<file path="config.mk">
export PLATFORM = sky130hd
export DESIGN_NAME = mem_access_unit
export DESIGN_NICKNAME = d
export VERILOG_FILES = /design/src/rtl/mips_pkg.sv /design/src/rtl/mem_lane_align.sv /design/src/rtl/mem_access_unit.sv
export SDC_FILE = /design/constraint.sdc
export NUM_CORES = 1
export LEC_CHECK = 0
export CORE_AREA = 2 2 116 118
export DETAILED_ROUTE_END_ITERATION = 8
export DIE_AREA = 0 0 118 120
export HOLD_SLACK_MARGIN = 0.15
export PLACE_DENSITY = 0.87
export SYNTH_ARGS = -nofsm -noshare
export SYNTH_HDL_FRONTEND = slang
export SYNTH_SLANG_ARGS = --single-unit
</file>
<file path="constraint.sdc">
create_clock -name clk -period 1.85 [get_ports clk]
set_input_delay 0.2775 -clock clk [delete_from_list [all_inputs] [get_ports clk]]
set_output_delay 0.2775 -clock clk [all_outputs]
set_load 0.01 [all_outputs]
</file>
<file path="src/rtl/mips_pkg.sv">
// Shared load/store definitions: memory op encoding, LSU FSM states,
// lane widths and small op-classification helpers.
package mips_pkg;

  typedef enum logic [2:0] {
    OP_LW  = 3'd0,
    OP_LH  = 3'd1,
    OP_LHU = 3'd2,
    OP_LB  = 3'd3,
    OP_LBU = 3'd4,
    OP_SW  = 3'd5,
    OP_SH  = 3'd6,
    OP_SB  = 3'd7
  } mem_op_t;

  typedef enum logic {
    IDLE   = 1'b0,
    RMW_WR = 1'b1
  } lsu_state_t;

  localparam int BYTE_W = 8;
  localparam int HALF_W = 16;

  function automatic logic op_is_word(input mem_op_t op);
    return (op == OP_LW) || (op == OP_SW);
  endfunction

  function automatic logic op_is_half(input mem_op_t op);
    return (op == OP_LH) || (op == OP_LHU) || (op == OP_SH);
  endfunction

  function automatic logic op_is_subword_store(input mem_op_t op);
    return (op == OP_SH) || (op == OP_SB);
  endfunction

endpackage

</file>
<file path="src/rtl/mem_lane_align.sv">
// Big-endian lane steering: extracts and extends a byte/halfword from a
// memory word for loads, and merges a store byte/halfword into a word for
// the read-modify-write path. Offset 0 is the most significant lane.
module mem_lane_align
  import mips_pkg::*;
(
  input  logic [31:0] word_i,
  input  logic [1:0]  offset_i,
  input  mem_op_t     op_i,
  input  logic [31:0] store_data_i,
  output logic [31:0] load_data_o,
  output logic [31:0] merged_o
);

  logic [BYTE_W-1:0] byte_v;
  logic [HALF_W-1:0] half_v;

  // Select the addressed lanes of the word.
  always_comb begin
    byte_v = word_i[31:24];
    case (offset_i)
      2'd0: byte_v = word_i[31:24];
      2'd1: byte_v = word_i[23:16];
      2'd2: byte_v = word_i[15:8];
      default: byte_v = word_i[7:0];
    endcase
    half_v = offset_i[1] ? word_i[15:0] : word_i[31:16];
  end

  // Extend the selected lane for loads.
  always_comb begin
    load_data_o = word_i;
    case (op_i)
      OP_LH:   load_data_o = {{HALF_W{half_v[HALF_W-1]}}, half_v};
      OP_LHU:  load_data_o = {{HALF_W{1'b0}}, half_v};
      OP_LB:   load_data_o = {{(32-BYTE_W){byte_v[BYTE_W-1]}}, byte_v};
      OP_LBU:  load_data_o = {{(32-BYTE_W){1'b0}}, byte_v};
      default: load_data_o = word_i;
    endcase
  end

  // Replace the addressed lane with the new store data; SW replaces all.
  always_comb begin
    merged_o = word_i;
    case (op_i)
      OP_SB: begin
        case (offset_i)
          2'd0: merged_o[31:24] = store_data_i[7:0];
          2'd1: merged_o[23:16] = store_data_i[7:0];
          2'd2: merged_o[15:8]  = store_data_i[7:0];
          default: merged_o[7:0] = store_data_i[7:0];
        endcase
      end
      OP_SH: begin
        if (offset_i[1]) merged_o[15:0]  = store_data_i[15:0];
        else             merged_o[31:16] = store_data_i[15:0];
      end
      OP_SW:   merged_o = store_data_i;
      default: merged_o = word_i;
    endcase
  end

endmodule

</file>
<file path="src/rtl/mem_access_unit.sv">
// Load/store unit between EX/MEM and a word-wide big-endian data memory.
// Sub-word stores are done as a two-cycle read-modify-write.
// Optional feature macro: MEM_ACCESS_MISALIGN_TRAP_EN -- when defined,
// misaligned requests return resp_exc=1 without touching memory; when
// undefined, the address is forced aligned to the access size.
// Handshake: a request transfers on a cycle where req_valid && req_ready;
// the response is a one-cycle resp_valid pulse with no backpressure.
module mem_access_unit
  import mips_pkg::*;
#(
  parameter int DATA_WIDTH = 32,
  parameter int MEM_BYTES  = 1024
) (
  input  logic                  clk,
  input  logic                  rst,
  input  logic                  req_valid,
  output logic                  req_ready,
  input  logic [2:0]            req_op,
  input  logic [31:0]           req_addr,
  input  logic [DATA_WIDTH-1:0] req_wdata,
  output logic                  resp_valid,
  output logic [DATA_WIDTH-1:0] resp_rdata,
  output logic                  resp_exc,
  output logic                  mem_read_en,
  output logic                  mem_write_en,
  output logic [31:0]           mem_addr,
  output logic [DATA_WIDTH-1:0] mem_wdata,
  input  logic [DATA_WIDTH-1:0] mem_rdata
);

  localparam int AW = $clog2(MEM_BYTES);

  mem_op_t    op;
  lsu_state_t state_q, state_d;
  logic [31:0] aligned_addr;
  logic [1:0]  offset;
  logic        exc_req;
  logic [31:0] load_val, merged_val;
  logic [31:0] wr_addr_q, wr_addr_d;
  logic [31:0] wr_data_q, wr_data_d;
  logic        resp_valid_q, resp_valid_d;
  logic [31:0] resp_rdata_q, resp_rdata_d;
  logic        resp_exc_q, resp_exc_d;
  logic        unused_addr_hi;

  assign op             = mem_op_t'(req_op);
  assign aligned_addr   = {{(32-AW){1'b0}}, req_addr[AW-1:2], 2'b00};
  assign unused_addr_hi = ^req_addr[31:AW];

`ifdef MEM_ACCESS_MISALIGN_TRAP_EN
  assign exc_req = (op_is_half(op) && req_addr[0]) ||
                   (op_is_word(op) && (req_addr[1:0] != 2'b00));
  assign offset  = req_addr[1:0];
`else
  assign exc_req = 1'b0;
  assign offset  = op_is_word(op) ? 2'b00 :
                   op_is_half(op) ? {req_addr[1], 1'b0} : req_addr[1:0];
`endif

  mem_lane_align u_align (
    .word_i       (mem_rdata),
    .offset_i     (offset),
    .op_i         (op),
    .store_data_i (req_wdata),
    .load_data_o  (load_val),
    .merged_o     (merged_val)
  );

  // Next-state, memory strobes and response staging.
  always_comb begin
    state_d      = state_q;
    req_ready    = 1'b0;
    mem_read_en  = 1'b0;
    mem_write_en = 1'b0;
    mem_addr     = 32'd0;
    mem_wdata    = 32'd0;
    wr_addr_d    = wr_addr_q;
    wr_data_d    = wr_data_q;
    resp_valid_d = 1'b0;
    resp_rdata_d = resp_rdata_q;
    resp_exc_d   = resp_exc_q;
    case (state_q)
      IDLE: begin
        req_ready = !rst;
        if (req_valid && !rst) begin
          if (exc_req) begin
            resp_valid_d = 1'b1;
            resp_rdata_d = 32'd0;
            resp_exc_d   = 1'b1;
          end else if (op_is_subword_store(op)) begin
            mem_read_en = 1'b1;
            mem_addr    = aligned_addr;
            wr_addr_d   = aligned_addr;
            wr_data_d   = merged_val;
            state_d     = RMW_WR;
          end else if (op == OP_SW) begin
            mem_write_en = 1'b1;
            mem_addr     = aligned_addr;
            mem_wdata    = req_wdata;
            resp_valid_d = 1'b1;
            resp_rdata_d = 32'd0;
            resp_exc_d   = 1'b0;
          end else begin
            mem_read_en  = 1'b1;
            mem_addr     = aligned_addr;
            resp_valid_d = 1'b1;
            resp_rdata_d = load_val;
            resp_exc_d   = 1'b0;
          end
        end
      end
      RMW_WR: begin
        // A reset landing here drops the write and its response.
        if (!rst) begin
          mem_write_en = 1'b1;
          mem_addr     = wr_addr_q;
          mem_wdata    = wr_data_q;
          resp_valid_d = 1'b1;
          resp_rdata_d = 32'd0;
          resp_exc_d   = 1'b0;
        end
        state_d = IDLE;
      end
      default: state_d = IDLE;
    endcase
  end

  // State and response registers with synchronous reset.
  always_ff @(posedge clk) begin
    if (rst) begin
      state_q      <= IDLE;
      wr_addr_q    <= 32'd0;
      wr_data_q    <= 32'd0;
      resp_valid_q <= 1'b0;
      resp_rdata_q <= 32'd0;
      resp_exc_q   <= 1'b0;
    end else begin
      state_q      <= state_d;
      wr_addr_q    <= wr_addr_d;
      wr_data_q    <= wr_data_d;
      resp_valid_q <= resp_valid_d;
      resp_rdata_q <= resp_rdata_d;
      resp_exc_q   <= resp_exc_d;
    end
  end

  assign resp_valid = resp_valid_q;
  assign resp_rdata = resp_rdata_q;
  assign resp_exc   = resp_exc_q;

endmodule

</file>
# Word level (Yosys, flattened, before mapping)
# Index checks and enable logic that the tools add are counted.
dict set report totals {
  ff_bits 75
  latch_bits 0
  mem_bits_rw 0
  romBits 0
  inputBits 102
  out_inout_bits 101
  word_cells 72
  n_memories 0
}
dict set report classes {
  n_addsub 0
  multipliers 0
  n_div 0
  magnitude_cmp 0
  n_eq_ne 11
  shift 0
  mux 43
  bitwise 1
  n_reduce_logical 11
}
# operator n
set op_table {}
lappend op_table {{$mux W32} 7}
lappend op_table {{$pmux W32 S2} 3}
lappend op_table {{$pmux W32 S4} 1}
lappend op_table {{$pmux W32 S3} 1}
lappend op_table {{$mux W16} 3}
lappend op_table {{$mux W8} 4}
lappend op_table {{$pmux W8 S3} 1}
lappend op_table {{$mux W10} 2}
lappend op_table {{$mux W1} 16}
lappend op_table {{$eq A3 B3 Y1 const B} 4}
lappend op_table {{$pmux W1 S2} 4}
lappend op_table {{$eq A3 B2 Y1 const B} 2}
lappend op_table {{$logic_or A1 B1 Y1} 4}
lappend op_table {{$ne A2 B2 Y1 const B} 2}
lappend op_table {{$eq A3 B1 Y1 const B} 1}
lappend op_table {{$logic_not A3 Y1} 1}
lappend op_table {{$reduce_and A3 Y1} 1}
lappend op_table {{$reduce_or A3 Y1} 1}
lappend op_table {{$eq A2 B1 Y1 const B} 1}
lappend op_table {{$eq A2 B2 Y1 const B} 1}
lappend op_table {{$logic_not A2 Y1} 1}
lappend op_table {{$mux W2} 1}
lappend op_table {{$reduce_and A2 Y1} 1}
lappend op_table {{$logic_and A1 B1 Y1} 1}
lappend op_table {{other kinds (2)} 2}

# Longest topological paths before layout
dict set report depth {
  ltp_word 12
  ltp_mapped 9
  mapped_depth_nobuf 6
}

# Cells and area by module
# Synthesis repeated with hierarchy kept, for this count alone.
dict set report hier_totals {
  hier_cells 748
  hier_area_um2 5738.0
}
# mod n_inst cells_per_inst area_per_inst_um2 seq_area_each_um2
set modules_own_cells {}
lappend modules_own_cells {mem_access_unit 1 448 3727.3 1481.4}
lappend modules_own_cells {mem_lane_align 1 300 2010.7 0.0}

# Worst setup path before layout
# OpenSTA, ideal clock, no wires.
dict set report synth_timing {
  kind {input to register}
  start {input port req_op[1]}
  end {register wr_data_q[10]}
  setup_ps 132
  arrival_ps 1710
  required_time_ps 1718
  setup_slack_ps 8
  path_stages 7
  path_buffers 2
  path_cell_list {buf_2 -> buf_2 -> a21boi_0 -> o31ai_4 -> mux2_2 -> a21oi_1 -> nor3_1}
}
dict set report synth_via {
  elab_chain_len 8
  elab_cells_between_ends 17
  classes_between {6 x eq/ne; 5 x mux; 6 x reduce/logical}
}
# item line_no
set synth_lines {}
lappend synth_lines {{start: declaration} mem_access_unit.sv:18} ;# input logic [2:0] req_op,
lappend synth_lines {{$eq A3 B1 Y1 / $eq A3 B2 Y1 (equally long branches)} mips_pkg.sv:29} ;# return (op == OP_LH) || (op == OP_LHU) || (op == OP_SH);
lappend synth_lines {{$logic_or A1 B1 Y1 (2 in series)} mips_pkg.sv:29}
lappend synth_lines {{$mux W1} mem_access_unit.sv:57} ;# op_is_half(op) ? {req_addr[1], 1'b0} : req_addr[1:0];
lappend synth_lines {{$mux W2} mem_access_unit.sv:56} ;# assign offset = op_is_word(op) ? 2'b00 :
lappend synth_lines {{$eq A2 B2 Y1} mem_lane_align.sv:47} ;# case (offset_i)
lappend synth_lines {{$mux W8} mem_lane_align.sv:47}
lappend synth_lines {{$pmux W32 S3} mem_lane_align.sv:45} ;# case (op_i)
lappend synth_lines {{end signal: assignment} mem_access_unit.sv:140} ;# wr_data_q <= wr_data_d;
lappend synth_lines {{end: declaration} mem_access_unit.sv:40} ;# logic [31:0] wr_data_q, wr_data_d;
# Parallel ways exist; a longest one is shown, timed or not.
# A chain may end at the register's enable or synchronous reset.

# Final worst setup path
dict set report layout_timing {
  start {register state_q}
  end {output port mem_wdata[9]}
}
dict set report layout_via {
  elab_chain_len 2
}
# item line_no
set layout_lines {}
lappend layout_lines {{start: declaration} mem_access_unit.sv:34} ;# lsu_state_t state_q, state_d;
lappend layout_lines {{start signal: assignment} mem_access_unit.sv:138} ;# state_q <= state_d;
lappend layout_lines {{$not A1 Y1} --}
lappend layout_lines {{$pmux W32 S2 *} mem_access_unit.sv:82} ;# case (state_q)
lappend layout_lines {{end: declaration} mem_access_unit.sv:27} ;# output logic [DATA_WIDTH-1:0] mem_wdata,
# Mark *: on every way between the ends. The rest lies on a longest branch, timed or not.

==> impl_metrics.py <==
metrics = {
    "outcome": {
        "status": "finished with violations",
        "violations": "negative setup slack",
    },
    "critical_path": {
        "startpoint_type": "flop",
        "reg2reg_from": "state_q",
        "max_stage_delay_ns": 0.34,
        "cp_cell_sequence": "nor3b_4, and3_4, buf_12, buf_16, a22o_1, buf_2",
        "path_max_fanout": 6,
        "startpoint": "state_q",
        "worstPathArrival_ns": 1.71,
        "critical-path-slowest-cell": "dfxtp_2",
        "cp_data_required_time_ns": 1.57,
        "endpoint_kind": "primary output",
        "crit_type": "reg -> out",
        "critPathTopFamily": "simple AND/OR/NAND/NOR gates",
        "crit_buf_inv": 3,
    },
    "floorplan": {
        "core_area_sq_um": 13000,
        "die_h_um": 120,
        "core.rowCount": 42,
        "io_pins": 203,
        "initial_utilization": 0.389,
        "die_x_um": 118,
        "die_area_sq_um": 14200,
    },
    "place": {
        "hpwl_um": 14600,
        "placed_cells": 1019,
        "gp_congestion": 1.04,
        "port_buffers": 155,
    },
    "clock_tree": {
        "cts_tree": "built",
        "clock_path_buffers": 2,
        "cts_hold_buf": 0,
        "cts_buffers": 9,
        "htreeDepth": 3,
        "clkTransAtPathRegs_ns": 0.06,
        "clock_latency_ns": 0.35,
        "root_buffer": "clkbuf_16",
        "clock-sinks": 74,
    },
    "global_routing": {
        "grt_use_total": 0.278,
        "grt_pass1_vias": 5722,
        "grt_max_degree": 34,
        "grt_pass1_wl_um": 30800,
        "grt-ovfl-total": 0,
        "antenna_found_initial": 0,
    },
    "synth": {
        "ys_warn_count": 0,
        "synth_cells": 632,
        "synthTopCellsByArea": "dfxtp_1, a22o_1, mux2i_1, a21oi_1, nand2_1",
        "synth_cell_types": 65,
        "async_flop_share": 0,
        "ys.flop_type": "dfxtp_1",
        "syn_area_sq_um": 5040,
        "synth_top_area_share": 0.294,
        "ys_ff_latch": 74,
        "yosysSeqAreaShare": 0.294,
        "yosysTopAreaCell": "dfxtp_1",
        "syn_avg_cell_area_sq_um": 7.98,
        "synth-edff-count": 0,
    },
    "detailed_routing": {
        "finalWirelength_um": 20800,
        "drcViolationCount": 0,
        "vias_per_cell": 5.86,
        "drtIter0Drc": 671,
        "num_vias": 6194,
        "wl_per_cell_um": 19.7,
        "drtPass1Iterations": 6,
        "drtAntennaViolNets": 0,
    },
    "run": {
        "maxCapViolations": 0,
    },
    "power": {
        "p_per_area_nw_per_um2": 618,
        "total_power_mw": 4.98,
        "ir_drop_mv": 0.326,
        "power.leakage_nw": 3.34,
    },
    "finish": {
        "fin_nets": 978,
        "final_cells": 1057,
        "drive_gt1_frac": 0.301,
        "diodes": 0,
        "areaGrowthSynthToFinish_pct": 59.6,
        "multi_input_area_sq_um": 3350,
        "seq_area_sq_um": 1480,
        "fill_cells": 1069,
    },
    "timing": {
        "setup_ws_ns": -0.140,
        "finalMaxSlewViolations": 0,
        "rsz0062_at_grt": "true",
        "setup_tns_ns": -3.57,
        "skew_ns": 0.00674,
        "fmax_mhz": 503,
        "fin_crit_sh": 1.08,
        "setup_viol": 33,
        "fin_crit_ns": 1.99,
        "hold_viol": 0,
    },
    "min_path": {
        "min-delay-path-class": "in -> reg",
        "worstHoldStart": "rst",
    },
}
report_power, final:
group          switching, mW  leakage [nW]  internal (mW)
Sequential            0.0439         0.603           1.67
Combinational          0.678          2.58          0.690
Clock                  0.724         0.151           1.18
placed cells by master, fill, tap and decap left out, types with 4 or more instances in the layout:
cell / count
clkdlybuf4s50_1: 105
buf_4: 103
dfxtp_1: 73
nand2_1: 67
nor2_1: 46
a21oi_1: 45
o21ai_0: 43
a22o_1: 41
buf_2: 41
mux2i_1: 31
conb_1: 25
nor3_1: 18
mux2_2: 17
nand3_1: 15
o2111ai_1: 15
buf_6: 13
buf_12: 12
o21ai_2: 11
clkbuf_16: 10
a21oi_2: 8
o22ai_1: 7
a221o_1: 7
o211ai_1: 6
inv_1: 5
o221a_2: 5
a31oi_1: 5
dlygate4sd2_1: 5
mux2i_4: 4
clkbuf_2: 4
synth_stat cells, types with 10 or more instances:
library cell   n
nor2_1        47
mux2i_1       35
dfxtp_1       74
mux2_2        17
o2111ai_1     15
a22o_1        41
o21ai_2       10
buf_4         26
nand2_1       69
clkbuf_1      31
nor3_1        18
o21ai_0       45
nand3_1       16
buf_2         16
a21oi_1       53
worst paths after layout:
path	slack [ns]	endpoint	cells past startpoint
max	-0.14	mem_wdata[9]	6
min	0.36	resp_valid	3
max reg2reg	0.04	wr_data_q[29]	8
min reg2reg	0.45	wr_data_q[22]	2
sequential cells by signal, indices dropped and copies added, names as in the netlist:
signal and cells:
resp_valid 1, wr_data_q 32, state_q 1, wr_addr_q 8
resp_rdata 32
what timing repair did:
action | 4_1_cts | 5_1_grt
gates resized for setup | 179 | 58
endpoints found under the setup margin | 104 | 85
gates cloned | 5 | 1
pin swaps | 11 | 16
buffers inserted | 13 | 5
cell families after synthesis:
family	after synthesis	share of synthesized area
AO/OA/AOI/OAI	229	0.330
XOR/XNOR	1	0.00174
buffers and inverters	89	0.0910
flip-flops	74	0.294
multiplexers	55	0.114
other	1	0.000743
AND/OR/NAND/NOR	183	0.169
layer usage:
layer	vias to the layer above	wire, um	share of wire	track usage
met5	-	0	0	0
met4	0	1060	0.051	0.144
met3	92	1990	0.095	0.0746
met2	403	9560	0.46	0.447
met1	2893	8220	0.39	0.340
li1	2806	-	-	-
tightest hold or removal path, cell delays in order:
cell,delay [ns]
buf_2,0.12
buf_4,0.20
a21oi_1,0.06
stage by stage:
step | worst slack, ns | instance area, sq um | hold WS, ns | util
5_1_grt | -0.183 | 8050 | 0.375 | 0.620
3_3_place_gp | -0.722 | 7420 | 0.438 | 0.572
6_report | -0.140 | 8050 | 0.359 | 0.620
2_1_floorplan | 0.00775 | 5130 | 0.413 | -
4_1_cts | -0.192 | 7910 | 0.348 | 0.609
3_5_place_dp | -0.745 | 7420 | 0.446 | 0.572
cell type report:
| type | count | share of cell area |
|---|---|---|
| Multi-Input combinational cell | 493 | 0.416 |
| Inverter | 8 | 0.00404 |
| Timing Repair Buffer | 290 | 0.329 |
| Clock buffer | 9 | 0.0280 |
| Clock inverter | 7 | 0.0117 |
| Sequential cell | 74 | 0.184 |
| Tap cell | 176 | 0.0273 |
Note: power is estimated with default switching activity, not from simulation.
